==> src/rtl/lfsr_4bit.sv <==
// lfsr_4bit: free-running Fibonacci (external-XOR) LFSR with maximal-length
// taps for WIDTH 3..8.
//
// Ports:
//   Clk  - clock; the state advances one step per rising edge
//   Rst  - asynchronous, active-high reset; loads the effective seed at once
//   Out  - current LFSR state, driven straight from the state register
//
// Parameters:
//   WIDTH - register width, legal 3..8
//   SEED  - reset value; an all-zero seed is replaced by 1 because zero is
//           the one state a XOR-feedback LFSR can never leave
module lfsr_4bit #(
  parameter int unsigned      WIDTH = 4,
  parameter logic [WIDTH-1:0] SEED  = {{(WIDTH-1){1'b0}}, 1'b1}
) (
  input  logic             Clk,
  input  logic             Rst,
  output logic [WIDTH-1:0] Out
);

  // Tap mask for each width: bit (t-1) is set for every tap t.
  //   W3 {3,2}  W4 {4,3}  W5 {5,3}  W6 {6,5}  W7 {7,6}  W8 {8,6,5,4}
  function automatic logic [7:0] tap_mask(input int unsigned w);
    logic [7:0] m;
    m = 8'h00;
    case (w)
      3:       m = 8'b0000_0110;
      4:       m = 8'b0000_1100;
      5:       m = 8'b0001_0100;
      6:       m = 8'b0011_0000;
      7:       m = 8'b0110_0000;
      8:       m = 8'b1011_1000;
      default: m = 8'h00;
    endcase
    return m;
  endfunction

  localparam logic [7:0]       TAP_MASK8 = tap_mask(WIDTH);
  localparam logic [WIDTH-1:0] TAPS      = TAP_MASK8[WIDTH-1:0];
  localparam logic [WIDTH-1:0] ONE       = {{(WIDTH-1){1'b0}}, 1'b1};
  localparam logic [WIDTH-1:0] EFF_SEED  = (SEED == '0) ? ONE : SEED;

  generate
    if (WIDTH < 3 || WIDTH > 8) begin : g_bad_width
      $error("lfsr_4bit: WIDTH must be in 3..8");
    end
  endgenerate

  logic [WIDTH-1:0] state_q;
  logic [WIDTH-1:0] state_d;
  logic             fb;

  always_comb begin
    fb      = ^(state_q & TAPS);
    state_d = {state_q[WIDTH-2:0], fb};
    // All-zero is a fixed point of the feedback; kick it back to the seed.
    if (state_q == '0) state_d = EFF_SEED;
  end

  always_ff @(posedge Clk or posedge Rst) begin
    if (Rst) state_q <= EFF_SEED;
    else     state_q <= state_d;
  end

  assign Out = state_q;

endmodule

==> config.mk <==
export PLATFORM = sky130hd
export DESIGN_NAME = lfsr_4bit
export DESIGN_NICKNAME = d
export VERILOG_FILES = /design/src/rtl/lfsr_4bit.sv
export SDC_FILE = /design/constraint.sdc
export NUM_CORES = 1
export LEC_CHECK = 0
export BUFFER_PORTS_ARGS = -buffer_cell sky130_fd_sc_hd__buf_2
export CAP_MARGIN = 40
export CORE_AREA = 2 2 39 41
export CTS_CLUSTER_DIAMETER = 50
export DETAILED_ROUTE_END_ITERATION = 10
export DIE_AREA = 0 0 41 43
export GPL_TIMING_DRIVEN = 0
export SLEW_MARGIN = 25
export SYNTH_ARGS = -nofsm -noshare
export SYNTH_HDL_FRONTEND = slang
export SYNTH_SLANG_ARGS = --single-unit
export TNS_END_PERCENT = 50
==> constraint.sdc <==
create_clock -name Clk -period 1.65 [get_ports Clk]
set_input_delay 0.2475 -clock Clk [delete_from_list [all_inputs] [get_ports Clk]]
set_output_delay 0.2475 -clock Clk [all_outputs]
set_load 0.1 [all_outputs]
# Word-level counts from Yosys, hierarchy flattened
# Cells that the tools add are included.
# totals
register_bits	4
latchBits	0
ramBits	0
romBits	0
input_bits	2
output_inout_bits	4
elab_cells	4
n_memories	0
# op_classes
addsub	0
n_mul	0
div	0
n_lt_le_gt_ge	0
n_eq_ne	0
n_shift	0
mux	1
n_bitwise	0
n_reduce_logical	2
# op_table
operator	count
4-bit logical NOT	1
4-bit 2-to-1 mux	1
4-bit parity	1

# Longest topological paths before layout
# Gate-level depths: netlist of the first run.
# depth
ltp_word	2
ltp_mapped	4

# Least setup slack after synthesis of the first run
# No wires, ideal clock.
# synth_path
path_kind	flip-flop to flip-flop
startpoint	reg state_q[2] (netlist: Out[2])
endpoint	reg state_q[0] (netlist: Out[0])
arrival_ns	1.629
required_time_ns	1.568
slack_ns	-0.061
stages_incl_launch_ff	5
period_less_slack_ns	1.711
path_cell_list	dfrtp_1 inv_1 ha_1 nor3b_2 or2_1
# synth_between
elab_chain_cells	2
# synth_lines
element	line_no	source
from (decl)	50	logic [WIDTH-1:0] state_q;
from (signal assigned)	63	else state_q <= state_d;
4-bit parity or 4-bit logical NOT (tied branches)	55, 58	
4-bit 2-to-1 mux (*)	58	if (state_q == '0) state_d = EFF_SEED;
net state_d[0]	51	logic [WIDTH-1:0] state_d;
# The timed path passes the listed nets; every way through them passes the cells marked *.

# Worst setup path in the final report of the first run
# layout_path
startpoint	reg state_q[0] (netlist: Out[0])
endpoint	out Out[0]
# layout_lines
element	line_no	source
to (decl)	19	output logic [WIDTH-1:0] Out
# No word-level cell between the ends.

==> tab_implementation.tex, run 1 <==
\begin{tabular}{lr}
\hline
Metric & Value \\
\hline
\multicolumn{2}{l}{\textbf{Run status}} \\
\quad Run status & finished clean \\
\multicolumn{2}{l}{\textbf{Pwr}} \\
\quad Maximum ir drop on the vdd rail & 0.000155 V \\
\quad Power per Cell Area & 978 mW/mm\^{}2 \\
\quad Reported leakage power & 0.114 nW \\
\multicolumn{2}{l}{\textbf{Setup path}} \\
\quad Kind of launch point of the worst setup path & flip-flop \\
\quad Worst Path Buf+Inv & 1 \\
\quad Required time of the worst setup path & 1.40 ns \\
\quad Maximum single-stage delay on the critical path & 0.54 ns \\
\quad Chain of cells forming the critical path & buf\_2 \\
\quad Crit path max-delay family & flip-flops \\
\quad Worst endpoint data arrival time & 1.19 ns \\
\quad Cell at the slowest stage of the critical path & dfstp\_2 \\
\quad Crit-path max FO & 3 \\
\quad Crit path capture type & output pin \\
\quad Critical path type & reg2out \\
\multicolumn{2}{l}{\textbf{Floorplanning}} \\
\quad Row cnt & 14 \\
\quad Initial core utilization & 11.2\% \\
\quad Floorplan die area & 0.00176 sq mm \\
\quad I/O pins & 6 \\
\quad Placeable core area & 0.00138 sq mm \\
\quad Chip Width & 41 microns \\
\quad DIE HEIGHT & 43 microns \\
\multicolumn{2}{l}{\textbf{Synthesis}} \\
\quad Nets in the synthesized netlist & 16 \\
\quad Yosys synthesis warning count & 0 \\
\quad Avg Synthesized Cell Area & 11.9 sq um \\
\quad Async set-reset flop share out of synthesis & 100\% \\
\quad Primary flip-flop cell chosen by synthesis mapping & dfrtp\_1 \\
\quad Top cell type's share of synthesized area & 48.4\% \\
\quad Area contributors post-synth & dfrtp\_1 (48\%), dfstp\_2 (17\%), ha\_1 (8.1\%) \\
\quad Number of synthesized register bits & 4 \\
\quad Sequential share of the synthesized area & 65.3\% \\
\quad Cell type contributing the most total cell area after synthesis & dfrtp\_1 \\
\quad Gate count after technology mapping & 13 \\
\quad Number of enable-type register cells in the synthesized netlist & 0 \\
\quad Number of library cell types mapped by synthesis & 8 \\
\quad Most numerous cell types in the synthesized netlist & dfrtp\_1 (3), inv\_1 (3), clkbuf\_1 (2) \\
\quad Mapped Area & 155 sq um \\
\multicolumn{2}{l}{\textbf{Placement}} \\
\quad Cell Area, Placed & 201 sq um \\
\quad Placed wire-length estimate after detailed placement & 201 microns \\
\quad Port Buffers & 5 \\
\quad RD Place Congestion & 0.560 \\
\multicolumn{2}{l}{\textbf{Global route}} \\
\quad Global-route wire length before repair & 372 microns \\
\quad Global Route Usage Sum & 4.54\% \\
\quad Largest net degree at the start of global routing & 5 \\
\quad Final global-route overflow total & 0 \\
\quad Number of global-route vias before repair & 114 \\
\quad Antenna violations before repair & 0 \\
\multicolumn{2}{l}{\textbf{Cells and area}} \\
\quad Syn-to-layout area delta & 53.2\% \\
\quad Post-layout net count & 27 \\
\quad Final std cell area, no fill & 238 sq um \\
\quad Fill cells & 163 \\
\quad Share of post-route cells with drive strength above 1 & 47.8\% \\
\quad Number of flip-flops under the largest register name & 4 \\
\quad Number of antenna repair diodes & 0 \\
\multicolumn{2}{l}{\textbf{CTS}} \\
\quad Clock sink total & 4 \\
\quad Clock-pin slew on the worst setup and hold paths & 0.04 ns \\
\quad Max H-tree Level & 1 \\
\quad Clock tree buffer depth & 2 \\
\quad Num CTS Buffers & 3 \\
\quad CTS tree & yes \\
\quad Number of instances resized during post-cts repair & 0 \\
\quad CTS Root Cell & clkbuf\_4 \\
\quad Insertion delay to the later sink of the worst-skew pair & 0.23 ns \\
\multicolumn{2}{l}{\textbf{Timing}} \\
\quad Summed negative setup slack over all endpoints & 0 ns \\
\quad Setup violation total in the final timing report & 0 \\
\quad Min Tclk post-route & 1.44 ns \\
\quad Pins Over Slew Limit & 0 \\
\quad Max-slew headroom & 67.9\% \\
\quad Worst Max-Slew Pin Slew & 0.485 ns \\
\quad Final worst path period share & 87.0\% \\
\quad Final Hold Violating Endpoints & 0 \\
\quad Achievable frequency & 0.696 GHz \\
\quad Worst clock skew on the final layout & 0.00700 ns \\
\quad Setup repair after global routing missed its margin & no \\
\multicolumn{2}{l}{\textbf{Drt}} \\
\quad Average via count per standard cell & 2.97 \\
\quad Number of DRC violations after detailed routing & 0 \\
\quad Via count & 116 \\
\quad Total wire length & 240 microns \\
\quad Pre-antenna DRT Iters & 1 \\
\quad Post-DRT Antenna Nets & 0 \\
\quad Drt wl/cell & 6.15 microns \\
\quad Initial DRC count & 0 \\
\multicolumn{2}{l}{\textbf{Run}} \\
\quad Max-Cap Viols & 0 \\
\multicolumn{2}{l}{\textbf{Hold path}} \\
\quad Class of the worst hold path & in2async \\
\hline
\end{tabular}
-- power by group --
part,switching (mW),total [mW],internal (mW)
combinational,0.00218,0.00472,0.00253
sequential,0,0.0987,0.0987
clock,0.0385,0.129,0.0906
total,0.0406,0.233,0.192
-- final cells by class --
class	count	area [sq um]	area share, %
flip-flops and latches	4	103	43.2
multi-input cells	4	35.0	14.7
repair buffers	6	35.0	14.7
clock buffers	4	26.3	11.1
well taps	16	20.0	8.42
inverters	3	11.3	4.74
plain buffers	2	7.51	3.16
-- layer usage --
| metal | vias to the layer above | part of all wire (%) | global-route usage (%) |
|---|---|---|---|
| met2 | 4 | 49 | 4.06 |
| met5 | - | 0 | 0 |
| met3 | 0 | 14 | 6.28 |
| li1 | 56 | - | - |
| met4 | 0 | 0 | 8.00 |
| met1 | 56 | 37 | 2.61 |
-- layout by cell type, fill, tap and decap left out, drive strengths merged --
cell type and instances:
inv 3, nor2 1, nor3b 1, buf 5, dlygate4sd3 1, or2 1
dfstp 1, dfrtp 3, clkbuf 6, ha 1
-- what timing repair did --
action,CTS,global route
setup endpoints to repair,0,0
buffers inserted,0,0
hold endpoints to repair,3,0
hold buffers,1,0
-- kinds of logic (layout without fill, tap and decap cells) --
kind of cell	count (synthesis)	count (layout)	synth area share [%]
buffers and inverters	5	15	12.1
adder cells (fa/ha/maj)	1	1	8.06
flip-flops	4	4	65.3
AND/OR/NAND/NOR	3	3	14.5
-- stage by stage --
step           utilization (%)  power, mW  setup WS, ns  hold WS, ns  cells
2_1_floorplan                -      0.102       0.00301       0.0128     13
3_3_place_gp              14.6      0.103         0.448        0.133     34
3_5_place_dp              14.6      0.103         0.446        0.135     34
4_1_cts                   17.2      0.241         0.197        0.427     39
5_1_grt                   17.2      0.247         0.186        0.446     39
6_report                  17.2      0.233         0.214        0.432     39
-- final timing paths --
kind / start / end / cells after the start / slack (ns)
setup reg to reg: Out[2]$_DFF_PP0_ / Out[0]$_DFF_PP1_ / 4 / 0.64
max in group asynchronous: Rst / Out[0]$_DFF_PP1_ / 3 / 0.99
hold reg to reg: Out[0]$_DFF_PP1_ / Out[1]$_DFF_PP0_ / 1 / 0.49
hold / removal: Rst / Out[3]$_DFF_PP0_ / 3 / 0.43
min in group Clk: Out[0]$_DFF_PP1_ / Out[1]$_DFF_PP0_ / 1 / 0.49
setup / recovery: Out[0]$_DFF_PP1_ / Out[0] / 1 / 0.21
Note: power is estimated with default switching activity, not from simulation.
==> inputs of run 2 (changes only) <==
--- a/config.mk
+++ b/config.mk
@@ -5,13 +5,15 @@
 export SDC_FILE = /design/constraint.sdc
 export NUM_CORES = 1
 export LEC_CHECK = 0
-export BUFFER_PORTS_ARGS = -buffer_cell sky130_fd_sc_hd__buf_2
+export ABC_CLOCK_PERIOD_IN_PS = 1650
 export CAP_MARGIN = 40
 export CORE_AREA = 2 2 39 41
 export CTS_CLUSTER_DIAMETER = 50
 export DETAILED_ROUTE_END_ITERATION = 10
 export DIE_AREA = 0 0 41 43
+export DONT_BUFFER_PORTS = 1
 export GPL_TIMING_DRIVEN = 0
+export PLACE_DENSITY = 0.3
 export SLEW_MARGIN = 25
 export SYNTH_ARGS = -nofsm -noshare
 export SYNTH_HDL_FRONTEND = slang
==> tab_implementation.tex, run 2 (synthesis gave the netlist of run 1 again) <==
\begin{tabular}{lr}
\hline
Metric & Value \\
\hline
\multicolumn{2}{l}{\textbf{CTS}} \\
\quad Clock sink total & 4 (unchanged) \\
\quad Clock tree buffer depth & 2 (unchanged) \\
\quad Max H-tree Level & 1 (unchanged) \\
\quad Num CTS Buffers & 3 (unchanged) \\
\quad CTS tree & yes (unchanged) \\
\quad CTS Root Cell & clkbuf\_4 (unchanged) \\
\quad Clock-pin slew on the worst setup and hold paths & 0.04 ns (about the same) \\
\quad Number of setup buffers added after CTS & 0 (unchanged) \\
\quad Insertion delay to the later sink of the worst-skew pair & 0.24 ns (was 0.23 ns) \\
\multicolumn{2}{l}{\textbf{Cells and area}} \\
\quad Most frequent cells in the layout & inv\_1 (3), clkbuf\_1 (3), clkbuf\_4 (3) (was buf\_2 (5), inv\_1 (3), clkbuf\_1 (3), clkbuf\_4 (3), dfrtp\_1 (2)) \\
\quad Share of post-route cells with drive strength above 1 & 40.0\% (was 47.8\%) \\
\quad Share of the core filled with cells & 17.7\% (was 17.2\%) \\
\quad Fill cells & 151 (was 163) \\
\quad Syn-to-layout area delta & 58.1\% (was 53.2\%) \\
\quad Final std cell area, no fill & 245 sq um (was 238 sq um) \\
\quad Number of flip-flops under the largest register name & 4 (unchanged) \\
\quad Non-filler instance count after layout & 36 (was 39) \\
\quad Post-layout net count & 24 (was 27) \\
\quad Number of antenna repair diodes & 0 (unchanged) \\
\multicolumn{2}{l}{\textbf{Pwr}} \\
\quad Reg power frac & 40.9\% (was 42.5\%) \\
\quad Maximum ir drop on the vdd rail & 0.000288 V (was 0.000155 V) \\
\quad Relative contribution of combinational cells to total power & 1.6\% (was 2.0\%) \\
\quad Power per Cell Area & 983 mW/mm\^{}2 (was 978 mW/mm\^{}2) \\
\quad Switching component of the power & 49.5 uW (was 40.6 uW) \\
\quad Net switching share of the total power & 20.5\% (was 17.5\%) \\
\quad Internal & 192 uW (about the same) \\
\quad Reported leakage power & 0.107 nW (was 0.114 nW) \\
\quad Power share of the clock group & 57.5\% (was 55.5\%) \\
\multicolumn{2}{l}{\textbf{Global route}} \\
\quad Antenna violations before repair & 0 (unchanged) \\
\quad Global-route wire length before repair & 483 microns (was 372 microns) \\
\quad Number of global-route vias before repair & 119 (was 114) \\
\quad Final global-route overflow total & 0 (unchanged) \\
\quad Largest net degree at the start of global routing & 5 (unchanged) \\
\quad Global Route Usage Sum & 5.14\% (was 4.54\%) \\
\multicolumn{2}{l}{\textbf{Timing}} \\
\quad Pins Over Slew Limit & 0 (unchanged) \\
\quad Worst Max-Slew Pin Slew & 0.543 ns (was 0.485 ns) \\
\quad Min Tclk post-route & 1.47 ns (was 1.44 ns) \\
\quad Setup violation total in the final timing report & 0 (unchanged) \\
\quad Final worst path period share & 89.1\% (was 87.0\%) \\
\quad Setup repair after global routing missed its margin & no (unchanged) \\
\quad Max-slew headroom & 63.8\% (was 67.9\%) \\
\quad Final Hold Violating Endpoints & 0 (unchanged) \\
\quad Achievable frequency & 0.680 GHz (was 0.696 GHz) \\
\quad Worst clock skew on the final layout & 0.00391 ns (was 0.00700 ns) \\
\quad Summed negative setup slack over all endpoints & 0 ns (unchanged) \\
\multicolumn{2}{l}{\textbf{Floorplanning}} \\
\quad Initial core utilization & 11.2\% (unchanged) \\
\quad Chip Width & 41 microns (unchanged) \\
\quad Placeable core area & 0.00138 sq mm (unchanged) \\
\quad DIE HEIGHT & 43 microns (unchanged) \\
\quad I/O pins & 6 (unchanged) \\
\quad Floorplan die area & 0.00176 sq mm (unchanged) \\
\quad Row cnt & 14 (unchanged) \\
\multicolumn{2}{l}{\textbf{Drt}} \\
\quad Initial DRC count & 1 (was 0) \\
\quad Pre-antenna DRT Iters & 2 (was 1) \\
\quad Total wire length & 286 microns (was 240 microns) \\
\quad Via count & 107 (was 116) \\
\quad Average via count per standard cell & 2.97 (about the same) \\
\quad Post-DRT Antenna Nets & 0 (unchanged) \\
\quad Drt wl/cell & 7.94 microns (was 6.15 microns) \\
\quad Number of DRC violations after detailed routing & 0 (unchanged) \\
\multicolumn{2}{l}{\textbf{Setup path}} \\
\quad Kind of launch point of the worst setup path & flip-flop (unchanged) \\
\quad Critical path type & reg2reg (was reg2out) \\
\quad Cell at the slowest stage of the critical path & dfrtp\_2 (was dfstp\_2) \\
\quad Maximum single-stage delay on the critical path & 0.68 ns (was 0.54 ns) \\
\quad Chain of cells forming the critical path & inv\_1, ha\_1, nor3b\_2, or2\_1 (was buf\_2) \\
\quad Crit path capture type & flip-flop (was output pin) \\
\quad Worst endpoint data arrival time & 1.63 ns (was 1.19 ns) \\
\quad Required time of the worst setup path & 1.81 ns (was 1.40 ns) \\
\quad Crit-path max FO & 2 (was 3) \\
\multicolumn{2}{l}{\textbf{Placement}} \\
\quad Dpl cells & 31 (was 34) \\
\quad Cell Area, Placed & 208 sq um (was 201 sq um) \\
\quad Port Buffers & 0 (was 5) \\
\quad RD Place Congestion & 0.627 (was 0.560) \\
\multicolumn{2}{l}{\textbf{Hold path}} \\
\quad Class of the worst hold path & in2async (unchanged) \\
\multicolumn{2}{l}{\textbf{Run}} \\
\quad Max-Cap Viols & 0 (unchanged) \\
\multicolumn{2}{l}{\textbf{Run status}} \\
\quad Run status & finished clean (unchanged) \\
\hline
\end{tabular}
run 2: cell count changes in the layout (fill, tap and decap cells not counted):
| cell | before | now |
|---|---|---|
| buf_2 | 5 | 0 |
| buf_1 | 0 | 1 |
| buf_16 | 0 | 1 |
| dfrtp_1 | 2 | 1 |
| dfrtp_2 | 1 | 2 |
run 2: layout make-up:
type / count / area [sq um] / area share, %
clock buffers: 4 / 26.3 / 10.7
inverters: 3 / 11.3 / 4.59
repair buffers: 3 / 41.3 / 16.8
plain buffers: 2 / 7.51 / 3.06
flip-flops and latches: 4 / 104 / 42.3
well taps: 16 / 20.0 / 8.16
multi-input cells: 4 / 35.0 / 14.3
run 2: timing repair:
item                                    CTS  global route
hold buffers                              1             0
endpoints found under the setup margin    1             0
endpoints found under the hold margin     4             0
gates resized for setup                   1             0
run 2: final timing paths:
kind	start	endpoint	slack (ns)	cells past startpoint
max	Out[2]$_DFF_PP0_	Out[0]$_DFF_PP1_	0.18	4
min	Rst	Out[1]$_DFF_PP0_	0.32	2
max reg2reg	Out[2]$_DFF_PP0_	Out[0]$_DFF_PP1_	0.18	4
min reg2reg	Out[1]$_DFF_PP0_	Out[3]$_DFF_PP0_	0.62	2
max in group asynchronous	Rst	Out[0]$_DFF_PP1_	1.10	2
min in group Clk	Out[1]$_DFF_PP0_	Out[3]$_DFF_PP0_	0.62	2
run 2: power by group through the flow:
stage	clock (mW)	combinational, mW	sequential, mW
2_1_floorplan	0	0.00161	0.0999
5_1_grt	0.154	0.00434	0.0984
3_5_place_dp	0	0.00218	0.0999
4_1_cts	0.145	0.00397	0.0986
6_report	0.139	0.00379	0.0986
3_3_place_gp	0	0.00200	0.0999
run 2: per-layer routing:
metal / GRT usage (%) / wire, microns / share of wire (%)
met4: 6.00 / 0 / 0
met2: 4.38 / 93 / 33
met5: 0 / 0 / 0
met1: 5.19 / 132 / 46
met3: 6.28 / 61 / 21
run 2: critical path: cells and delay by family, from the launching register on:
family | cells | cell delay (ns)
flip-flops | 1 | 0.68
adder cells (fa/ha/maj) | 1 | 0.21
buffers and inverters | 1 | 0.12
AND/OR/NAND/NOR | 2 | 0.38
run 2: metrics by stage:
step | power (mW) | setup WS, ns | hold slack [ns]
after global routing | 0.257 | 0.121 | 0.335
final | 0.241 | 0.179 | 0.324
after detailed placement | 0.102 | -0.0502 | 0.0334
after floorplan | 0.102 | 0.00301 | 0.0128
after CTS | 0.247 | 0.173 | 0.321
after global placement | 0.102 | -0.0393 | 0.0271
